<file path="config.mk">
export PLATFORM = sky130hd
export DESIGN_NAME = counter_4b_seq
export DESIGN_NICKNAME = d
export VERILOG_FILES = /design/src/rtl/counter_4b_pkg.sv /design/src/rtl/cmd_fifo_sync.sv /design/src/rtl/counter_4b_seq.sv
export SDC_FILE = /design/constraint.sdc
export NUM_CORES = 1
export LEC_CHECK = 0
export ABC_CLOCK_PERIOD_IN_PS = 2900
export CORE_AREA = 2 2 85 87
export DETAILED_ROUTE_END_ITERATION = 12
export DIE_AREA = 0 0 87 89
export DONT_BUFFER_PORTS = 1
export PLACE_DENSITY = 0.74
export SYNTH_ARGS = -nofsm -noshare
export SYNTH_HDL_FRONTEND = slang
export SYNTH_HIERARCHICAL = 1
export SYNTH_SLANG_ARGS = --single-unit
</file>
<file path="constraint.sdc">
create_clock -name clk -period 2.9 [get_ports clk]
set_clock_uncertainty 0.05 [all_clocks]
set_input_delay 0.58 -clock clk [delete_from_list [all_inputs] [get_ports clk]]
set_output_delay 0.58 -clock clk [all_outputs]
set_load 0.005 [all_outputs]
</file>
<file path="src/rtl/counter_4b_pkg.sv">
// rtl/counter_4b_pkg.sv - shared mode constants, FSM encoding and command record for the counter sequencer
package counter_4b_pkg;

  localparam logic [1:0] MODE_UP3  = 2'b00;
  localparam logic [1:0] MODE_DN1  = 2'b01;
  localparam logic [1:0] MODE_UP1  = 2'b10;
  localparam logic [1:0] MODE_LOAD = 2'b11;

  typedef enum logic [1:0] {
    ST_IDLE,
    ST_ISSUE,
    ST_RUN,
    ST_LOADWAIT
  } seq_state_e;

  // Command word in the FIFO is {hdr, count}; count width is set by the top.
  typedef struct packed {
    logic [1:0] mode;
    logic [3:0] data;
  } cmd_hdr_t;

  localparam int HDR_W = $bits(cmd_hdr_t);

  function automatic logic is_count_mode(input logic [1:0] m);
    logic r;
    r = 1'b0;
    unique case (m)
      MODE_UP3, MODE_DN1, MODE_UP1: r = 1'b1;
      MODE_LOAD:                    r = 1'b0;
      default:                      r = 1'b0;
    endcase
    return r;
  endfunction

endpackage

</file>
<file path="src/rtl/cmd_fifo_sync.sv">
// rtl/cmd_fifo_sync.sv - synchronous command FIFO with wrap-bit pointers
module cmd_fifo_sync #(
  parameter int DEPTH = 4,
  parameter int WIDTH = 14
) (
  input  logic             clk,
  input  logic             reset,
  input  logic             push,
  input  logic [WIDTH-1:0] wdata,
  input  logic             pop,
  output logic [WIDTH-1:0] rdata,
  output logic             full,
  output logic             empty
);

  localparam int AW = $clog2(DEPTH);

  logic [WIDTH-1:0] mem_q [DEPTH];
  logic [AW:0]      wr_ptr_q;
  logic [AW:0]      rd_ptr_q;
  logic             do_push;
  logic             do_pop;

  assign full    = (wr_ptr_q[AW] != rd_ptr_q[AW]) && (wr_ptr_q[AW-1:0] == rd_ptr_q[AW-1:0]);
  assign empty   = (wr_ptr_q == rd_ptr_q);
  // A simultaneous pop never frees room for a push in the same cycle.
  assign do_push = push && !full;
  assign do_pop  = pop && !empty;
  assign rdata   = mem_q[rd_ptr_q[AW-1:0]];

  always_ff @(posedge clk or negedge reset) begin
    if (!reset) begin
      wr_ptr_q <= '0;
      rd_ptr_q <= '0;
    end else begin
      if (do_push) wr_ptr_q <= wr_ptr_q + 1'b1;
      if (do_pop)  rd_ptr_q <= rd_ptr_q + 1'b1;
    end
  end

  always_ff @(posedge clk) begin
    if (do_push) mem_q[wr_ptr_q[AW-1:0]] <= wdata;
  end

endmodule

</file>
<file path="src/rtl/counter_4b_seq.sv">
// rtl/counter_4b_seq.sv - command sequencer driving the 4-bit counter from a buffered command queue
module counter_4b_seq
  import counter_4b_pkg::*;
#(
  parameter int FIFO_DEPTH = 4,
  parameter int CNT_W      = 8,
  parameter int TIMEOUT    = 16
) (
  input  logic             clk,
  input  logic             reset,
  input  logic             cmd_valid,
  output logic             cmd_ready,
  input  logic [1:0]       cmd_mode,
  input  logic [3:0]       cmd_data,
  input  logic [CNT_W-1:0] cmd_count,
  output logic             ctr_enable,
  output logic [1:0]       ctr_mode,
  output logic [3:0]       ctr_D,
  input  logic             ctr_rco,
  input  logic             ctr_load,
  output logic             busy,
  output logic             done,
  output logic             err
);

  localparam int              TW       = $clog2(TIMEOUT + 1);
  localparam logic [TW-1:0]   TMO_LAST = TW'(TIMEOUT - 1);
  localparam logic [CNT_W-1:0] ONE     = CNT_W'(1);

  logic [HDR_W+CNT_W-1:0] fifo_rdata;
  logic                   fifo_full;
  logic                   fifo_empty;
  logic                   pop;
  cmd_hdr_t               rd_hdr;
  logic [CNT_W-1:0]       rd_count;

  seq_state_e       state_q, state_d;
  logic [CNT_W-1:0] remaining_q, remaining_d;
  logic [TW-1:0]    timer_q, timer_d;
  logic [1:0]       mode_q, mode_d;
  logic [3:0]       data_q, data_d;
  logic             en_q;
  logic             done_q, done_d;
  logic             err_q, err_d;
  logic             finish;

  cmd_fifo_sync #(
    .DEPTH (FIFO_DEPTH),
    .WIDTH (HDR_W + CNT_W)
  ) u_fifo (
    .clk   (clk),
    .reset (reset),
    .push  (cmd_valid),
    .wdata ({cmd_mode, cmd_data, cmd_count}),
    .pop   (pop),
    .rdata (fifo_rdata),
    .full  (fifo_full),
    .empty (fifo_empty)
  );

  assign rd_hdr   = cmd_hdr_t'(fifo_rdata[CNT_W +: HDR_W]);
  assign rd_count = fifo_rdata[CNT_W-1:0];

  always_comb begin
    state_d     = state_q;
    remaining_d = remaining_q;
    timer_d     = timer_q;
    mode_d      = mode_q;
    data_d      = data_q;
    err_d       = err_q;
    done_d      = 1'b0;
    pop         = 1'b0;
    finish      = 1'b0;
    unique case (state_q)
      ST_IDLE: begin
        if (!fifo_empty) begin
          pop         = 1'b1;
          mode_d      = rd_hdr.mode;
          data_d      = rd_hdr.data;
          remaining_d = rd_count;
          state_d     = ST_ISSUE;
        end
      end
      ST_ISSUE: begin
        if (!is_count_mode(mode_q)) begin
          state_d = ST_LOADWAIT;
          timer_d = '0;
        end else if (remaining_q == '0) begin
          finish = 1'b1;
        end else begin
          state_d = ST_RUN;
          if (ctr_rco) begin
            if (remaining_q == ONE) finish = 1'b1;
            else                    remaining_d = remaining_q - 1'b1;
          end
        end
      end
      ST_RUN: begin
        if (ctr_rco) begin
          if (remaining_q == ONE) finish = 1'b1;
          else                    remaining_d = remaining_q - 1'b1;
        end
      end
      ST_LOADWAIT: begin
        if (ctr_load) begin
          finish = 1'b1;
        end else if (timer_q == TMO_LAST) begin
          finish = 1'b1;
          err_d  = 1'b1;
        end else begin
          timer_d = timer_q + 1'b1;
        end
      end
      default: state_d = ST_IDLE;
    endcase
    // Completion always lands in IDLE, so done marks the first IDLE cycle.
    if (finish) begin
      state_d = ST_IDLE;
      done_d  = 1'b1;
    end
  end

  always_ff @(posedge clk or negedge reset) begin
    if (!reset) begin
      state_q     <= ST_IDLE;
      remaining_q <= '0;
      timer_q     <= '0;
      mode_q      <= MODE_UP3;
      data_q      <= '0;
      en_q        <= 1'b0;
      done_q      <= 1'b0;
      err_q       <= 1'b0;
    end else begin
      state_q     <= state_d;
      remaining_q <= remaining_d;
      timer_q     <= timer_d;
      mode_q      <= mode_d;
      data_q      <= data_d;
      en_q        <= (state_d != ST_IDLE);
      done_q      <= done_d;
      err_q       <= err_d;
    end
  end

  assign ctr_enable = en_q;
  assign ctr_mode   = mode_q;
  assign ctr_D      = data_q;
  assign done       = done_q;
  assign err        = err_q;
  assign cmd_ready  = !fifo_full;
  assign busy       = (state_q != ST_IDLE) || !fifo_empty;

endmodule

</file>
; Word level (Yosys, flattened, before mapping)
; Memories as Yosys holds them, arrays and structs flattened.
; Index checks and enable logic that the tools add are counted.
[totals]
ff_bits = 30
mem_bits_rw = 56
wordCells = 81
mem_count = 1
[classes]
addsub = 4
n_eq_ne = 17
n_mux = 29
bitwise = 2
reduce_logical = 18
[mem_list]
columns = name, words, word_bits, rd, rd_ports_with_merged_regs, wr, line_no
row1 = u_fifo.mem_q, 4, 14, 1, 0, 1, cmd_fifo_sync.sv:18  ; logic [WIDTH-1:0] mem_q [DEPTH];
[ops]
columns = op, count
row1 = 8-bit 2-to-1 mux, 5
row2 = 8-bit one-hot mux with 3 select lines, 1
row3 = 5-bit 2-to-1 mux, 3
row4 = 1-bit 2-to-1 mux, 12
row5 = "2-bit inequality test, second input constant", 6
row6 = 5-bit one-hot mux with 2 select lines, 1
row7 = "2-bit equality test, second input constant", 4
row8 = "8-bit by 1-bit equality test with 1-bit output, second input constant", 1
row9 = 8-bit zero test, 1
row10 = 2-bit 2-to-1 mux, 4
row11 = 4-bit AND reduction, 2
row12 = "8-bit by 1-bit subtractor with 8-bit output, second input constant", 1
row13 = "3-bit by 1-bit adder with 3-bit output, second input constant", 2
row14 = 2-bit nonzero test, 3
row15 = "5-bit by 1-bit adder with 5-bit output, second input constant", 1
row16 = "5-bit by 4-bit equality test with 1-bit output, second input constant", 1
row17 = "2-bit by 1-bit equality test with 1-bit output, second input constant", 2
row18 = 2-bit zero test, 2
row19 = 2-bit one-hot mux with 2 select lines, 1
row20 = 3-bit equality test, 1
row21 = 1-bit logical AND, 3
row22 = 1-bit one-hot mux with 3 select lines, 1
row23 = 3-bit AND reduction, 1
row24 = 3-bit nonzero test, 1
row25 = other kinds (8), 10

; Logic depth before layout (Yosys ltp)
[logic_depth]
ltp_word = 8
mapped_depth = 8

; By module
; Netlist, hierarchy kept.
[modules_own_cells]
columns = module, n_inst, cells_each, area_per_inst_um2
row1 = cmd_fifo_sync, 1, 122, 2524.9
row2 = counter_4b_seq, 1, 143, 1462.7

; Worst setup path before layout
; Ideal clock, no wire load.
[synth_path]
path_type = register to register
from = register timer_q[0]
to = register timer_q[3]
arrival_time_ps = 1813
t_required_ps = 2729
slack_ps = 916
path_stages_with_launch = 8
period_less_slack_ps = 1984
path_cell_list = dfrtp_1 ha_1 and3_1 ha_1 o21ai_1 nand4_1 mux2_1 a22o_1
[synth_between]
elab_chain_len = 4
word_cells_on_any_way = 7
classes_between = add/sub: 1 / eq/ne: 2 / mux: 3 / reduce/logical: 1
[synth_rtl]
columns = element, line_no
row1 = from (decl), counter_4b_seq.sv:39  ; logic [TW-1:0] timer_q, timer_d;
row2 = from (signal assigned), counter_4b_seq.sv:136  ; timer_q <= timer_d;
row3 = 5-bit by 1-bit adder with 5-bit output, counter_4b_seq.sv:111  ; timer_d = timer_q + 1'b1;
row4 = 5-bit 2-to-1 mux, counter_4b_seq.sv:107  ; end else if (timer_q == TMO_LAST) begin
row5 = 5-bit 2-to-1 mux, counter_4b_seq.sv:105  ; if (ctr_load) begin
row6 = 5-bit one-hot mux with 2 select lines, counter_4b_seq.sv:74  ; unique case (state_q)
; Several ways; a longest one is shown, not always the timed one. The select of a mux whose other input is x is not followed.
; A chain may end at the register's enable or synchronous reset.

; Worst setup path in the final report
[layout_path]
from = register u_fifo.rd_ptr_q[0]
to = output cmd_ready
[layout_between]
elab_chain_len = 3
[layout_rtl]
columns = element, line_no
row1 = from (decl), cmd_fifo_sync.sv:20  ; logic [AW:0] rd_ptr_q;
row2 = from (signal assigned), cmd_fifo_sync.sv:37  ; if (do_pop) rd_ptr_q <= rd_ptr_q + 1'b1;
row3 = 2-bit equality test, cmd_fifo_sync.sv:24  ; assign full = (wr_ptr_q[AW] != rd_ptr_q[AW]) && (wr_ptr_q[AW-1:0] == rd_ptr_q[AW-1:0]);
row4 = 1-bit logical AND, cmd_fifo_sync.sv:24
row5 = net fifo_full, counter_4b_seq.sv:31  ; logic fifo_full;
row6 = 1-bit zero test, counter_4b_seq.sv:150  ; assign cmd_ready = !fifo_full;
row7 = to (decl), counter_4b_seq.sv:12  ; output logic cmd_ready,
; The timed path passes the listed nets, and every way through them passes these cells.

==> flow_metrics.tcl <==
set metrics [dict create \
    post-place-ws_ns 0.635 \
    drc 0 \
    crit_chain "buf_4, xnor2_1, nand3_2, inv_1, inv_1" \
    die_h_um 89 \
    fmax_mhz 428 \
    die_x_um 87 \
    wl_per_cell_um 18.7 \
    status "finished, final reports clean" \
    port-buffer-count 0 \
    worst-path-buf-inv 3 \
    syn2layout_area_growth_pct 8.31 \
    vdd_drop_max_uv 506 \
    fillers 495 \
    leakage_nw 1.58 \
    stdcell_area_um2 4320 \
    finalSetupTns_ns 0 \
    wirelength_mm 6.73 \
    maxSlewViolCount 0 \
    drt_pass1_iterations 4 \
    powerDensity_nw_per_um2 1140 \
    cap_violations 0 \
    synth_cells 265 \
    cp-start-kind "register" \
    cts_root_buf "clkbuf_8" \
    post-route-min-period_ns 2.33 \
    synth_edf_count 56 \
    first_iter_violations 146 \
    cts_tree "built" \
    worstSkewPairLatency_ns 0.34 \
    clkSinkCount 86 \
    cp.arrival_ns 1.70 \
    synthDistinctLibCells 53 \
    slowest_delay_ns 0.42 \
    clk_transition_reported_paths_ns 0.09 \
    grt-ovfl-total 0 \
    diodes 0 \
    final_layout_size_suffix_gt1_share_pct 20.4 \
    setup_violations 0 \
    final_antenna_net_count 0 \
    synth-async-reset-ratio_pct 34.9 \
    grt_pass1_vias 2285 \
    numCtsBuffers 9 \
    h-tree-depth 3 \
    grt_pass1_wl_mm 11.1 \
    critPathTopFamily "flip-flops" \
    die_area_um2 7740 \
    synth.largest_area_cell "edfxtp_1" \
    seq_area_frac_synth_pct 61.0 \
    initial_core_util_pct 59.3 \
    fp.coreArea_um2 6720 \
    place_area_um2 4070 \
    fin_nets 307 \
    synth_common_cells "edfxtp_1 (56), dfrtp_1 (30), ha_1 (14), inv_1 (14), mux4_2 (14)" \
    critPathMaxFanout 10 \
    yosysTopAreaCellShare_pct 42.2 \
    cts_resized 0 \
    endpoint_kind "output pin" \
    yosys_warnings 6 \
    slew_headroom_pct 48.7 \
    mappedNetlistArea_um2 3990 \
    postSynthNetCount 298 \
    io_pins 30 \
    regArea_um2 2430 \
    synth_ff_type "edfxtp_1" \
    track_usage_pct 19.3 \
    place_hpwl_mm 4.57 \
    crit_slowest_cell "dfrtp_1" \
    multi_input_area_um2 1440 \
    synthTopCellsByArea "edfxtp_1 (42%), dfrtp_1 (19%), mux4_2 (7.9%)" \
    fp-row-count 30 \
    ys_seq_elements 86 \
    cpMostUsedCell "inv_1" \
    rsz0062_at_grt "no" \
    crit_required_ns 2.27 \
    period_share_pct 80.5 \
    hold_violations 0 \
    vias 2210 \
    setup_slack_ns 0.566 \
    syn_avg_cell_area_um2 15.0 \
    antenna_found_initial 0 \
    synth_most_common_cell "edfxtp_1" \
    worst_pin_slew_ns 0.770 \
    routabilityCongestion 0.823 \
    grt_max_degree 31 \
    via_per_inst 6.16 \
    critPathKind "register to output pin" \
    min_path_type "primary input to register" \
    clk_path_buf_depth 2 \
    r2r_slack_ns 0.63 \
]
-- final cells by class --
| class | instances | share of cell area [%] |
|---|---|---|
| sequential | 86 | 56.3 |
| clock inverter | 6 | 2.20 |
| clock buffer | 10 | 2.95 |
| timing repair buffer | 7 | 1.56 |
| inverter | 14 | 1.22 |
| multi-input combinational | 156 | 33.4 |
| tap | 80 | 2.32 |
-- sequential cells by signal, summed over array words and instances (netlist names) --
| name | flops |
|---|---|
| ctr_D | 4 |
| ctr_enable | 1 |
| ctr_mode | 2 |
| done | 1 |
| err | 1 |
| remaining_q | 8 |
| state_q | 2 |
| timer_q | 5 |
| u_fifo/mem_q | 56 |
| u_fifo/rd_ptr_q | 3 |
| u_fifo/wr_ptr_q | 3 |
-- worst paths after layout --
kind | startpoint | endpoint | cells after the start
setup / recovery | u_fifo/rd_ptr_q[0]$_DFFE_PN0P_ | cmd_ready | 5
hold / removal | cmd_mode[0] | u_fifo/mem_q[3][12]$_DFFE_PP_ | 0
setup reg to reg | state_q[1]$_DFF_PN0_ | remaining_q[2]$_DFFE_PN0P_ | 6
hold reg to reg | timer_q[4]$_DFFE_PN0P_ | timer_q[4]$_DFFE_PN0P_ | 2
max in group asynchronous | reset | ctr_D[1]$_DFFE_PN0P_ | 2
min in group asynchronous | reset | remaining_q[0]$_DFFE_PN0P_ | 2
-- metrics by stage --
step	hold WS (ns)	power, mW	instances	util (%)
after floorplan	0.234	3.64	265	-
after global placement	0.235	3.99	341	60.5
after detailed placement	0.235	4.05	341	60.5
after CTS	0.252	4.98	359	64.3
after global routing	0.246	5.29	359	64.3
final	0.273	4.94	359	64.3
-- cells in the final DEF, fill, tap and decap left out, types with 4 or more instances in the layout --
master,count
edfxtp_1,56
dfrtp_1,30
inv_1,14
ha_1,14
mux4_2,14
nand2_1,12
nand3_1,9
o21ai_0,9
clkbuf_8,9
a21oi_1,8
nor2b_1,6
nor3_1,6
mux2_2,6
mux2i_1,5
buf_4,5
xnor2_1,5
and3_1,4
nand2b_1,4
-- cell families after synthesis --
family	after synthesis	synth area share (%)
adders and majority gates	14	4.39
DFF	86	61.0
muxes	26	11.1
xor gates and xnor gates	9	2.35
AOI/OAI and AO/OA	52	10.3
buffers and inverters	23	2.79
and+or+nand+nor	55	8.00
-- metal layers --
layer,routed length (µm),track usage (%),up-vias
li1,-,-,1039
met1,2880,24.7,1104
met2,3330,31.3,57
met3,415,6.19,10
met4,108,7.39,0
met5,0,0,-
-- where the power goes --
group / leakage [nW] / internal (mW) / switching (mW) / total (mW)
registers: 0.879 / 1.69 / 0.277 / 1.97
logic: 0.592 / 0.923 / 1.13 / 2.06
clock network: 0.105 / 0.494 / 0.423 / 0.917
total: 1.58 / 3.11 / 1.83 / 4.94
-- repair_timing --
item	4_1_cts	5_1_grt
hold buffers	2	0
hold endpoints to repair	30	0
buffers inserted	0	0
Note: power is estimated with default switching activity, not from simulation.
